### config.mk
export PLATFORM = sky130hd
export DESIGN_NAME = iseq_loader
export DESIGN_NICKNAME = d
export VERILOG_FILES = /design/src/rtl/iseq_loader.sv
export SDC_FILE = /design/constraint.sdc
export NUM_CORES = 1
export LEC_CHECK = 0
export ABC_AREA = 1
export BUFFER_PORTS_ARGS = -buffer_cell sky130_fd_sc_hd__buf_2
export CAP_MARGIN = 30
export CORE_ASPECT_RATIO = 1.4
export CORE_MARGIN = 2
export CORE_UTILIZATION = 50
export CTS_BUF_LIST = sky130_fd_sc_hd__clkbuf_8
export DETAILED_ROUTE_END_ITERATION = 8
export GPL_TIMING_DRIVEN = 0
export PLACE_DENSITY = 0.9
export SYNTH_ARGS = -nofsm -noshare
export SYNTH_HDL_FRONTEND = slang
export SYNTH_SLANG_ARGS = --single-unit
### constraint.sdc
create_clock -name clk -period 2.6 [get_ports clk]
set_input_delay 0.13 -clock clk [delete_from_list [all_inputs] [get_ports clk]]
set_output_delay 0.13 -clock clk [all_outputs]
set_load 0.01 [all_outputs]
### src/rtl/iseq_loader.sv
// iseq_loader: host-side writer for the instruction FIFO / dispatcher handshake.
// Optional build macro: ISEQ_LOADER_STATS_EN enables the completed-sequence counter.
module iseq_loader #(
  parameter logic [3:0] END_OPCODE = 4'b0000,
  parameter int         MAX_LEN    = 1024,
  parameter int         LEN_W      = 11
) (
  input  logic             clk,
  input  logic             rst_n,
  input  logic             host_valid,
  input  logic [31:0]      host_data,
  output logic             host_ready,
  output logic             instr_fifo_wr,
  output logic [31:0]      instr_fifo_data,
  input  logic             instr_fifo_full,
  output logic             process_iseq,
  input  logic             dispatcher_busy,
  output logic             loader_busy,
  output logic             seq_done,
  output logic [LEN_W-1:0] seq_len,
  output logic             err_overflow,
  output logic [15:0]      seq_count
);

  typedef enum logic [1:0] {
    LOAD,
    LAUNCH,
    WAIT_BUSY,
    DRAIN
  } state_e;

  localparam logic [LEN_W-1:0] MAX_L = LEN_W'(MAX_LEN);

  state_e           state_q, state_d;
  logic [LEN_W-1:0] len_q, len_d;
  logic [LEN_W-1:0] seq_len_q;
  logic             ovf_q, ovf_d;
  logic             acc;
  logic             is_end;
  logic             wr;

  // host is held off in reset and outside LOAD
  assign host_ready = rst_n & (state_q == LOAD) & ~instr_fifo_full;
  assign acc        = host_valid & host_ready;
  assign is_end     = (host_data[31:28] == END_OPCODE);
  assign wr         = acc & ~is_end & (len_q < MAX_L);

  assign instr_fifo_wr   = wr;
  assign instr_fifo_data = wr ? host_data : '0;
  assign process_iseq    = (state_q == LAUNCH);
  assign loader_busy     = (state_q != LOAD);
  assign seq_done        = (state_q == DRAIN) & ~dispatcher_busy;
  assign seq_len         = seq_len_q;
  assign err_overflow    = ovf_q;

  // next state, length and overflow flag
  always_comb begin
    state_d = state_q;
    len_d   = len_q;
    ovf_d   = ovf_q;
    unique case (state_q)
      LOAD: begin
        if (acc) begin
          if (!is_end) begin
            if (len_q < MAX_L) len_d = len_q + 1'b1;
            else               ovf_d = 1'b1;
          end else if (len_q != '0) begin
            state_d = LAUNCH;
          end
        end
      end
      LAUNCH:    state_d = WAIT_BUSY;
      WAIT_BUSY: if (dispatcher_busy) state_d = DRAIN;
      DRAIN: begin
        if (!dispatcher_busy) begin
          state_d = LOAD;
          len_d   = '0;
        end
      end
      default:   state_d = LOAD;
    endcase
  end

  // state, length, reported length and sticky overflow registers
  always_ff @(posedge clk or negedge rst_n) begin
    if (!rst_n) begin
      state_q   <= LOAD;
      len_q     <= '0;
      seq_len_q <= '0;
      ovf_q     <= 1'b0;
    end else begin
      state_q <= state_d;
      len_q   <= len_d;
      ovf_q   <= ovf_d;
      if (wr) seq_len_q <= len_d;
    end
  end

`ifdef ISEQ_LOADER_STATS_EN
  logic [15:0] cnt_q;

  // wrapping count of completed sequences
  always_ff @(posedge clk or negedge rst_n) begin
    if (!rst_n)        cnt_q <= '0;
    else if (seq_done) cnt_q <= cnt_q + 16'd1;
  end

  assign seq_count = cnt_q;
`else
  assign seq_count = '0;
`endif

endmodule

Word-level counts from Yosys, hierarchy flattened
Cells that the tools add are included.
- output and inout bits: 65
- flip-flop bits (word level): 25
- input bits: 37
- mux-type cells: 12
- reductions and logical operators: 6
- eq/ne operators: 8
- $add $sub $neg: 1
- bitwise gates (word level): 10
- order comparisons: 1
- operators by type and width (kind ; number):
    11-bit two-way mux ; 4
    32-bit two-way mux ; 1
    11-bit case mux with 2 select lines ; 1
    11-bit by 1-bit adder with 11-bit output, second input constant ; 1
    11-bit < comparator, second input constant ; 1
    11-bit nonzero test ; 1
    2-bit two-way mux ; 5
    2-bit inequality test, second input constant ; 4
    2-bit case mux with 4 select lines ; 1
    1-bit AND ; 6
    5-bit AND reduction ; 1
    2-bit == test, second input constant ; 2
    4-bit zero test ; 1
    1-bit NOT ; 4
    4-bit AND reduction ; 1
    2-bit by 1-bit == test with 1-bit output, second input constant ; 1
    2-bit zero test ; 1
    2-bit by 1-bit inequality test with 1-bit output, second input constant ; 1
    2-bit nonzero test ; 1

Logic depth before layout (Yosys ltp)
Gate-level depths: netlist of run 1.
- word-level depth: 7
- gate-level depth with buffers: 12

Least setup slack after synthesis of run 1
Ideal clock, no wire load.
- path type: register to register
- from: register state_q[0]
- to: register len_q[3]
- data required time: 2480 ps
- library setup time: 120 ps
- path buffers: 0
- path slack: 878 ps
- data arrival time: 1603 ps
- stages on the path, launching flop included: 8
- cells stage by stage: dfrtp_1 > inv_1 > ha_1 > nor2_1 > inv_1 > nor2_1 > inv_1 > and3_1
- cells in the longest elaborated chain, start to end: 6
- RTL lines (element ; line ; source):
    from (decl) ; 34 ; state_e state_q, state_d;
    from (signal assigned) ; 92 ; state_q <= state_d;
    2-bit zero test ; 43, 61 ;
    1-bit AND (2 in a row) ; 43 ; assign host_ready = rst_n & (state_q == LOAD) & ~instr_fifo_full;
    1-bit AND ; 44 ; assign acc = host_valid & host_ready;
    11-bit two-way mux ; 63 ; if (acc) begin
    11-bit case mux with 2 select lines (*) ; 61 ; unique case (state_q)
    net len_d[3] ; 35 ; logic [LEN_W-1:0] len_q, len_d;
    to (signal assigned) ; 93 ; len_q <= len_d;
    to (decl) ; 35 ;
The timed path passes the listed nets; every way through them passes the cells marked *.
A chain may end at the register's enable or synchronous reset.

Final worst setup path of run 1
- from: register state_q[0]
- to: output instr_fifo_data[8]
- cells in the longest elaborated chain, start to end: 7
- RTL lines (element ; line ; source):
    2-bit zero test ; 43 ;
    1-bit AND (2 in a row) ; 43 ;
    1-bit AND ; 44 ;
    1-bit AND (2 in a row) ; 46 ; assign wr = acc & ~is_end & (len_q < MAX_L);
    32-bit two-way mux ; 49 ; assign instr_fifo_data = wr ? host_data : '0;
    to (decl) ; 14 ; output logic [31:0] instr_fifo_data,
Every way passes these cells.

==> results of run 1 <==
[metal layers]
metal	GRT usage	vias up	routed length, um
met3	0.0509	11	555
met1	0.277	878	1850
li1	-	1013	-
met2	0.413	118	2300
met4	0.102	0	108
met5	0	-	0
[registers in the layout (all words and copies together) (netlist names)]
signal,count
len_q,11
seq_len,11
state_q,2
err_overflow,1
[repair_timing]
item,4_1_cts,5_1_grt
gates resized for setup,0,1
setup buffers,0,2
endpoints found under the hold margin,25,0
hold buffers,1,0
setup endpoints to repair,0,29
[cells by family after synthesis]
kind of cell,Yosys count,share of synthesized area
AND/OR/NAND/NOR,149,0.368
buffers and inverters,78,0.198
flip-flops,25,0.337
AO/OA/AOI/OAI,14,0.0479
adder cells (fa/ha/maj),7,0.0472
other,1,0.00202
[cells in the mapped netlist, types with 3 or more instances]
master	instances	share of area
ha_1	7	0.047
inv_1	55	0.11
buf_4	16	0.065
buf_2	4	0.011
nand2_2	3	0.010
nand2_1	59	0.12
nor2_1	45	0.091
o21ai_0	4	0.011
o21ai_2	3	0.014
nand4_1	8	0.027
nand3_1	21	0.057
dfrtp_1	25	0.34
[worst max-delay path by stage]
stage | startpoint | end | slack, ps | depth (start not counted)
after detailed placement | state_q[0]$_DFFE_PN0P_ | instr_fifo_data[4] | 460 | 8
after CTS | rst_n | instr_fifo_data[4] | 60 | 8
after floorplan | state_q[0]$_DFFE_PN0P_ | len_q[3]$_DFF_PN0_ | 880 | 7
final | state_q[0]$_DFFE_PN0P_ | instr_fifo_data[8] | 350 | 8
after global placement | state_q[0]$_DFFE_PN0P_ | instr_fifo_data[9] | 480 | 8
after global routing | state_q[0]$_DFFE_PN0P_ | instr_fifo_data[7] | 160 | 8
[worst reg2reg max path, cell delays in order (launching register included)]
cell     delay, ps
dfrtp_1        420
inv_1          100
ha_1           370
nor2_1         410
inv_1          270
nor2_1         190
inv_1           80
and3_1         170
[power by group]
group | leakage [nW] | total (mW) | switching (mW) | internal (mW)
combinational | 1.25 | 0.687 | 0.451 | 0.236
clock | 0.0269 | 0.228 | 0.122 | 0.106
sequential | 0.341 | 0.470 | 0.0369 | 0.433
total | 1.62 | 1.38 | 0.610 | 0.774
[final cells by class]
| type | instances | area share |
|---|---|---|
| repair buffers | 88 | 0.184 |
| flip-flops and latches | 25 | 0.254 |
| multi-input cells | 186 | 0.373 |
| clock inverters | 1 | 0.00152 |
| plain buffers | 21 | 0.0625 |
| well taps | 42 | 0.0213 |
| clock buffers | 3 | 0.0168 |
| inverters | 57 | 0.0869 |
==> impl_metrics.ini, run 1 <==
[power_and_ir_drop]
ir_drop_v = 0.000706
power.density_nw_per_um2 = 562
p_leak_nw = 1.62
finalPower_mw = 1.38

[layout]
multi_input_area_um2 = 918
fin_area_um2 = 2460
n_antenna_cell = 0
layout.cells.non_filler = 423
final_cell_mix = buf_2, nand2_1, inv_1
layout.area.seq_um2 = 626
nFillCells = 337
final_common_cell = buf_2
synthToLayoutAreaGrowth_pct = 32.7
final_net_count = 426
final_core_util = 0.682
drive_gt1_frac = 0.333

[placed_design]
place_area_um2 = 2390
dpl.cell_count = 416
post-place-ws_ps = 464
dp_hpwl_mm = 3.83
io_buffers = 85
globalplace.congestion = 0.905

[setup_path]
critPathLaunchType = flop
endpoint_kind = primary output
arrival_ps = 2120
cpMaxStageDelayCell = dfrtp_1
critPathMostFrequentCell = buf_2
r2r_setup_slack_ps = 500
path_cells = inv_1 > ha_1 > nand4_2 > nor2_4 > nand2_4 > buf_2 > nor2_1 > buf_2
crit_type = flop to primary output
reg2regPathDepth = 7
cpPeakStageDelay_ps = 430
cp.required_ps = 2470
cp_max_fo = 10
path_buf_inv = 3
r2r_start = state_q[0]$_DFFE_PN0P_
r2r-end = len_q[3]$_DFF_PN0_
cp_top_family = simple AND/OR/NAND/NOR gates

[die]
start_util = 0.514
pin_count = 102
rows = 26
die-area_um2 = 4220
core-area_um2 = 3610
fp.dieH_um = 76.1
die_w_um = 55.5

[timing]
slew_violations = 0
setup_violations = 0
fin_ws_ps = 348
min_period_over_period = 0.866
whs_ps = 299
fin_tns_setup_ps = 0
post-route-min-period_ps = 2250
fin_skew_ps = 3.39
rsz0062_at_grt = false
hold_violations = 0
fmax_ghz = 0.444

[clock_tree]
worstSkewPairLatency_ps = 270
h-tree-depth = 1
clock_sinks = 25
clkTransAtPathRegs_ps = 80
cts_buffers = 3
root_buffer = clkbuf_8
clockBufferDepth = 2
cts_tree = done

[drt]
vias = 2020
wirelength_mm = 4.82
drtIter0Drc = 88
avgRoutedWirePerCell_um = 11.4
drtAntennaViolNets = 0
drc = 0
via_per_inst = 4.78
dr.pass1.iters = 4

[synthesis]
synth_cell_types = 29
async_reset_ff_frac = 1.00
synthCells = 274
synth.avg_cell_area_um2 = 6.77
ys_warn_count = 0
synth-edff-count = 0
ys_seq_area_frac = 0.337
synth_seq_cells = 25
syn_area_um2 = 1860
yosys_most_used_dff = dfrtp_1

[global_route]
grt_pass1_vias = 1852
grt.overflow.total = 0
grt_first_pass_wirelength_mm = 8.22
grt_max_degree = 28
track_usage = 0.237
antenna_found_initial = 0

[worst_hold_path]
hp-start = host_valid
holdPathStages = 5
min_to = err_overflow$_DFFE_PN0P_
hp-class = input port to flop

[job]
maxCapViolations = 0

[run_status]
outcome = finished clean
No activity file was read; power rests on OpenSTA's default activity.
==> inputs of run 2 (changes only) <==
--- a/config.mk
+++ b/config.mk
@@ -5,7 +5,6 @@
 export SDC_FILE = /design/constraint.sdc
 export NUM_CORES = 1
 export LEC_CHECK = 0
-export ABC_AREA = 1
 export BUFFER_PORTS_ARGS = -buffer_cell sky130_fd_sc_hd__buf_2
 export CAP_MARGIN = 30
 export CORE_ASPECT_RATIO = 1.4
@@ -14,7 +13,7 @@
 export CTS_BUF_LIST = sky130_fd_sc_hd__clkbuf_8
 export DETAILED_ROUTE_END_ITERATION = 8
 export GPL_TIMING_DRIVEN = 0
-export PLACE_DENSITY = 0.9
+export PLACE_DENSITY = 0.88
 export SYNTH_ARGS = -nofsm -noshare
 export SYNTH_HDL_FRONTEND = slang
 export SYNTH_SLANG_ARGS = --single-unit
==> impl_metrics.ini, run 2 <==
[layout]
multi_input_area_um2 = 1080
final_core_util = 0.687
layout.area.seq_um2 = 626
drive_gt1_frac = 0.372
final_net_count = 370
synthToLayoutAreaGrowth_pct = 32.9
n_antenna_cell = 0
final_common_cell = buf_2
final_cell_mix = buf_2, and2_1, dfrtp_1
nFillCells = 309

[placed_design]
io_buffers = 85
globalplace.congestion = 0.890
dp_hpwl_mm = 3.79

[setup_path]
endpoint_kind = primary output
cp_max_fo = 10
worst_setup_path_endpoint = instr_fifo_wr
cpMaxStageDelayCell = dfrtp_1
critPathMostFrequentCell = buf_2
critPathLaunchType = flop
path_cells = inv_1 > ha_1 > and2b_2 > nand3_2 > inv_2 > buf_2 > buf_2 > buf_2
reg2regPathDepth = 7
r2r_setup_slack_ps = 280
r2r_start = state_q[0]$_DFFE_PN0P_
cp.required_ps = 2470
cpPeakStageDelay_ps = 410
r2r-end = len_q[8]$_DFF_PN0_
crit_type = flop to primary output
arrival_ps = 2270
startpoint = state_q[0]$_DFFE_PN0P_

[drt]
wirelength_mm = 5.09
vias = 1967
avgRoutedWirePerCell_um = 13.9
drc = 0
dr.pass1.iters = 5
via_per_inst = 5.36
drtIter0Drc = 111
drtAntennaViolNets = 0

[timing]
fmax_ghz = 0.417
post-route-min-period_ps = 2400
min_period_over_period = 0.923
slew_headroom = 0.478
fin_skew_ps = 6.39
setup_violations = 0
fin_tns_setup_ps = 0
hold_violations = 0
tightest_slew_ps = 776
rsz0062_at_grt = false
slew_violations = 0

[global_route]
grt_max_degree = 26
grt_first_pass_wirelength_mm = 8.21
grt_pass1_vias = 1734
grt.overflow.total = 0
track_usage = 0.239
antenna_found_initial = 0

[clock_tree]
cts_buffers = 3
clock_sinks = 25
clkTransAtPathRegs_ps = 90
cts_setup_buffers = 0
cts_tree = done
clockBufferDepth = 2
h-tree-depth = 1
worstSkewPairLatency_ps = 280
root_buffer = clkbuf_8

[power_and_ir_drop]
ir_drop_v = 0.000598
p_leak_nw = 1.38
power.density_nw_per_um2 = 701

[synthesis]
synth_most_common_cell = and2_1
synth.avg_cell_area_um2 = 8.52
synth_xor_area_frac = 0
synth_seq_cells = 25
yosys.area_share.simple = 0.292
async_reset_ff_frac = 1.00
ys_warn_count = 0
synthDominantCellAreaShare = 0.335
ys_seq_area_frac = 0.335
synth-edff-count = 0
netlist_top_cells_area = dfrtp_1, and2_1, buf_4, ha_1, o21ai_0
synth_compound_area_frac = 0.180
synth_fa_ha_area_frac = 0.0469
synthTopCellsByCount = and2_1, dfrtp_1, buf_4, nor2_1, o21ai_0
syn_area_um2 = 1870
synthMuxAreaShare = 0.0282
yosys_most_used_dff = dfrtp_1
synthCells = 219
synth_area_leader_cell = dfrtp_1
synth_top_family_by_area = simple AND/OR/NAND/NOR gates
synth_cell_types = 47

[die]
fp.dieH_um = 76.3
rows = 26
die-area_um2 = 4250
pin_count = 102
core-area_um2 = 3610
die_w_um = 55.6
start_util = 0.517

[job]
maxCapViolations = 0

[worst_hold_path]
hp-class = input port to flop

[run_status]
outcome = finished clean
run 2: cell count changes after synthesis, moves of 11 or more:
cell	previous run	this run
a31oi_1	0	11
and2_1	0	32
inv_1	55	5
nand2_1	59	7
nand3_1	21	3
nor2_1	45	17
run 2: logic make-up (layout without fill, tap and decap cells):
kind of cell | Yosys count | count (layout)
adders and majority gates | 7 | 7
buffers and inverters | 37 | 128
DFF | 25 | 25
muxes | 5 | 5
other | 1 | 16
and+or+nand+nor | 92 | 92
AOI/OAI and AO/OA | 52 | 52
run 2: layout make-up:
class                      count  area share
buffer                        31      0.0782
clock buffer                   3      0.0166
clock inverter                 1     0.00303
inverter                       6     0.00908
multi-input combinational    172       0.436
sequential                    25       0.252
tap                           42      0.0212
timing repair buffer          87       0.184
run 2: repair_timing:
action | 4_1_cts | 5_1_grt
endpoints found under the hold margin | 25 | 0
gates resized for setup | 0 | 1
hold buffers | 2 | 0
endpoints found under the setup margin | 0 | 2
run 2: where the power goes:
| group | internal [mW] | total, mW | leakage, nW | switching (mW) |
|---|---|---|---|---|
| clock network | 0.109 | 0.244 | 0.0217 | 0.135 |
| logic | 0.384 | 0.955 | 1.03 | 0.571 |
| registers | 0.484 | 0.540 | 0.328 | 0.0561 |
run 2: critical path, delay by kind of cell (launching register included):
kind / cells / cell delay (ps)
buffers and inverters: 5 / 900
adder cells (fa/ha/maj): 1 / 300
flip-flops: 1 / 410
AND/OR/NAND/NOR: 2 / 370
run 2: routing by layer:
| layer | vias to the layer above | GRT usage | wire length [um] |
|---|---|---|---|
| met4 | 0 | 0.0732 | 114 |
| met5 | - | 0 | 0 |
| met2 | 119 | 0.455 | 2750 |
| met3 | 12 | 0.0374 | 427 |
| met1 | 882 | 0.264 | 1800 |
| li1 | 954 | - | - |
run 2: worst min-delay path by stage:
| stage | depth (start not counted) | from | slack (ps) | endpoint |
|---|---|---|---|---|
| floorplan | 0 | rst_n | -170 | err_overflow$_DFFE_PN0P_ |
| global placement | 1 | rst_n | 170 | seq_len[5]$_DFFE_PN0N_ |
| detailed placement | 1 | rst_n | 170 | seq_len[8]$_DFFE_PN0N_ |
| CTS | 3 | host_data[30] | 280 | err_overflow$_DFFE_PN0P_ |
| global route | 3 | host_data[30] | 290 | err_overflow$_DFFE_PN0P_ |
| finish | 3 | host_data[30] | 280 | err_overflow$_DFFE_PN0P_ |
run 2: through the flow:
| step | hold WS, ps | total power [mW] | setup slack (ps) | instances | area [um2] |
|---|---|---|---|---|---|
| finish | 279 | 1.74 | 201 | 367 | 2480 |
| floorplan | -166 | 1.19 | 572 | 234 | 1920 |
| CTS | 278 | 1.73 | 149 | 367 | 2480 |
| global placement | 170 | 1.46 | 347 | 361 | 2400 |
| detailed placement | 174 | 1.48 | 299 | 361 | 2400 |
| global route | 290 | 1.88 | 6.21 | 367 | 2480 |
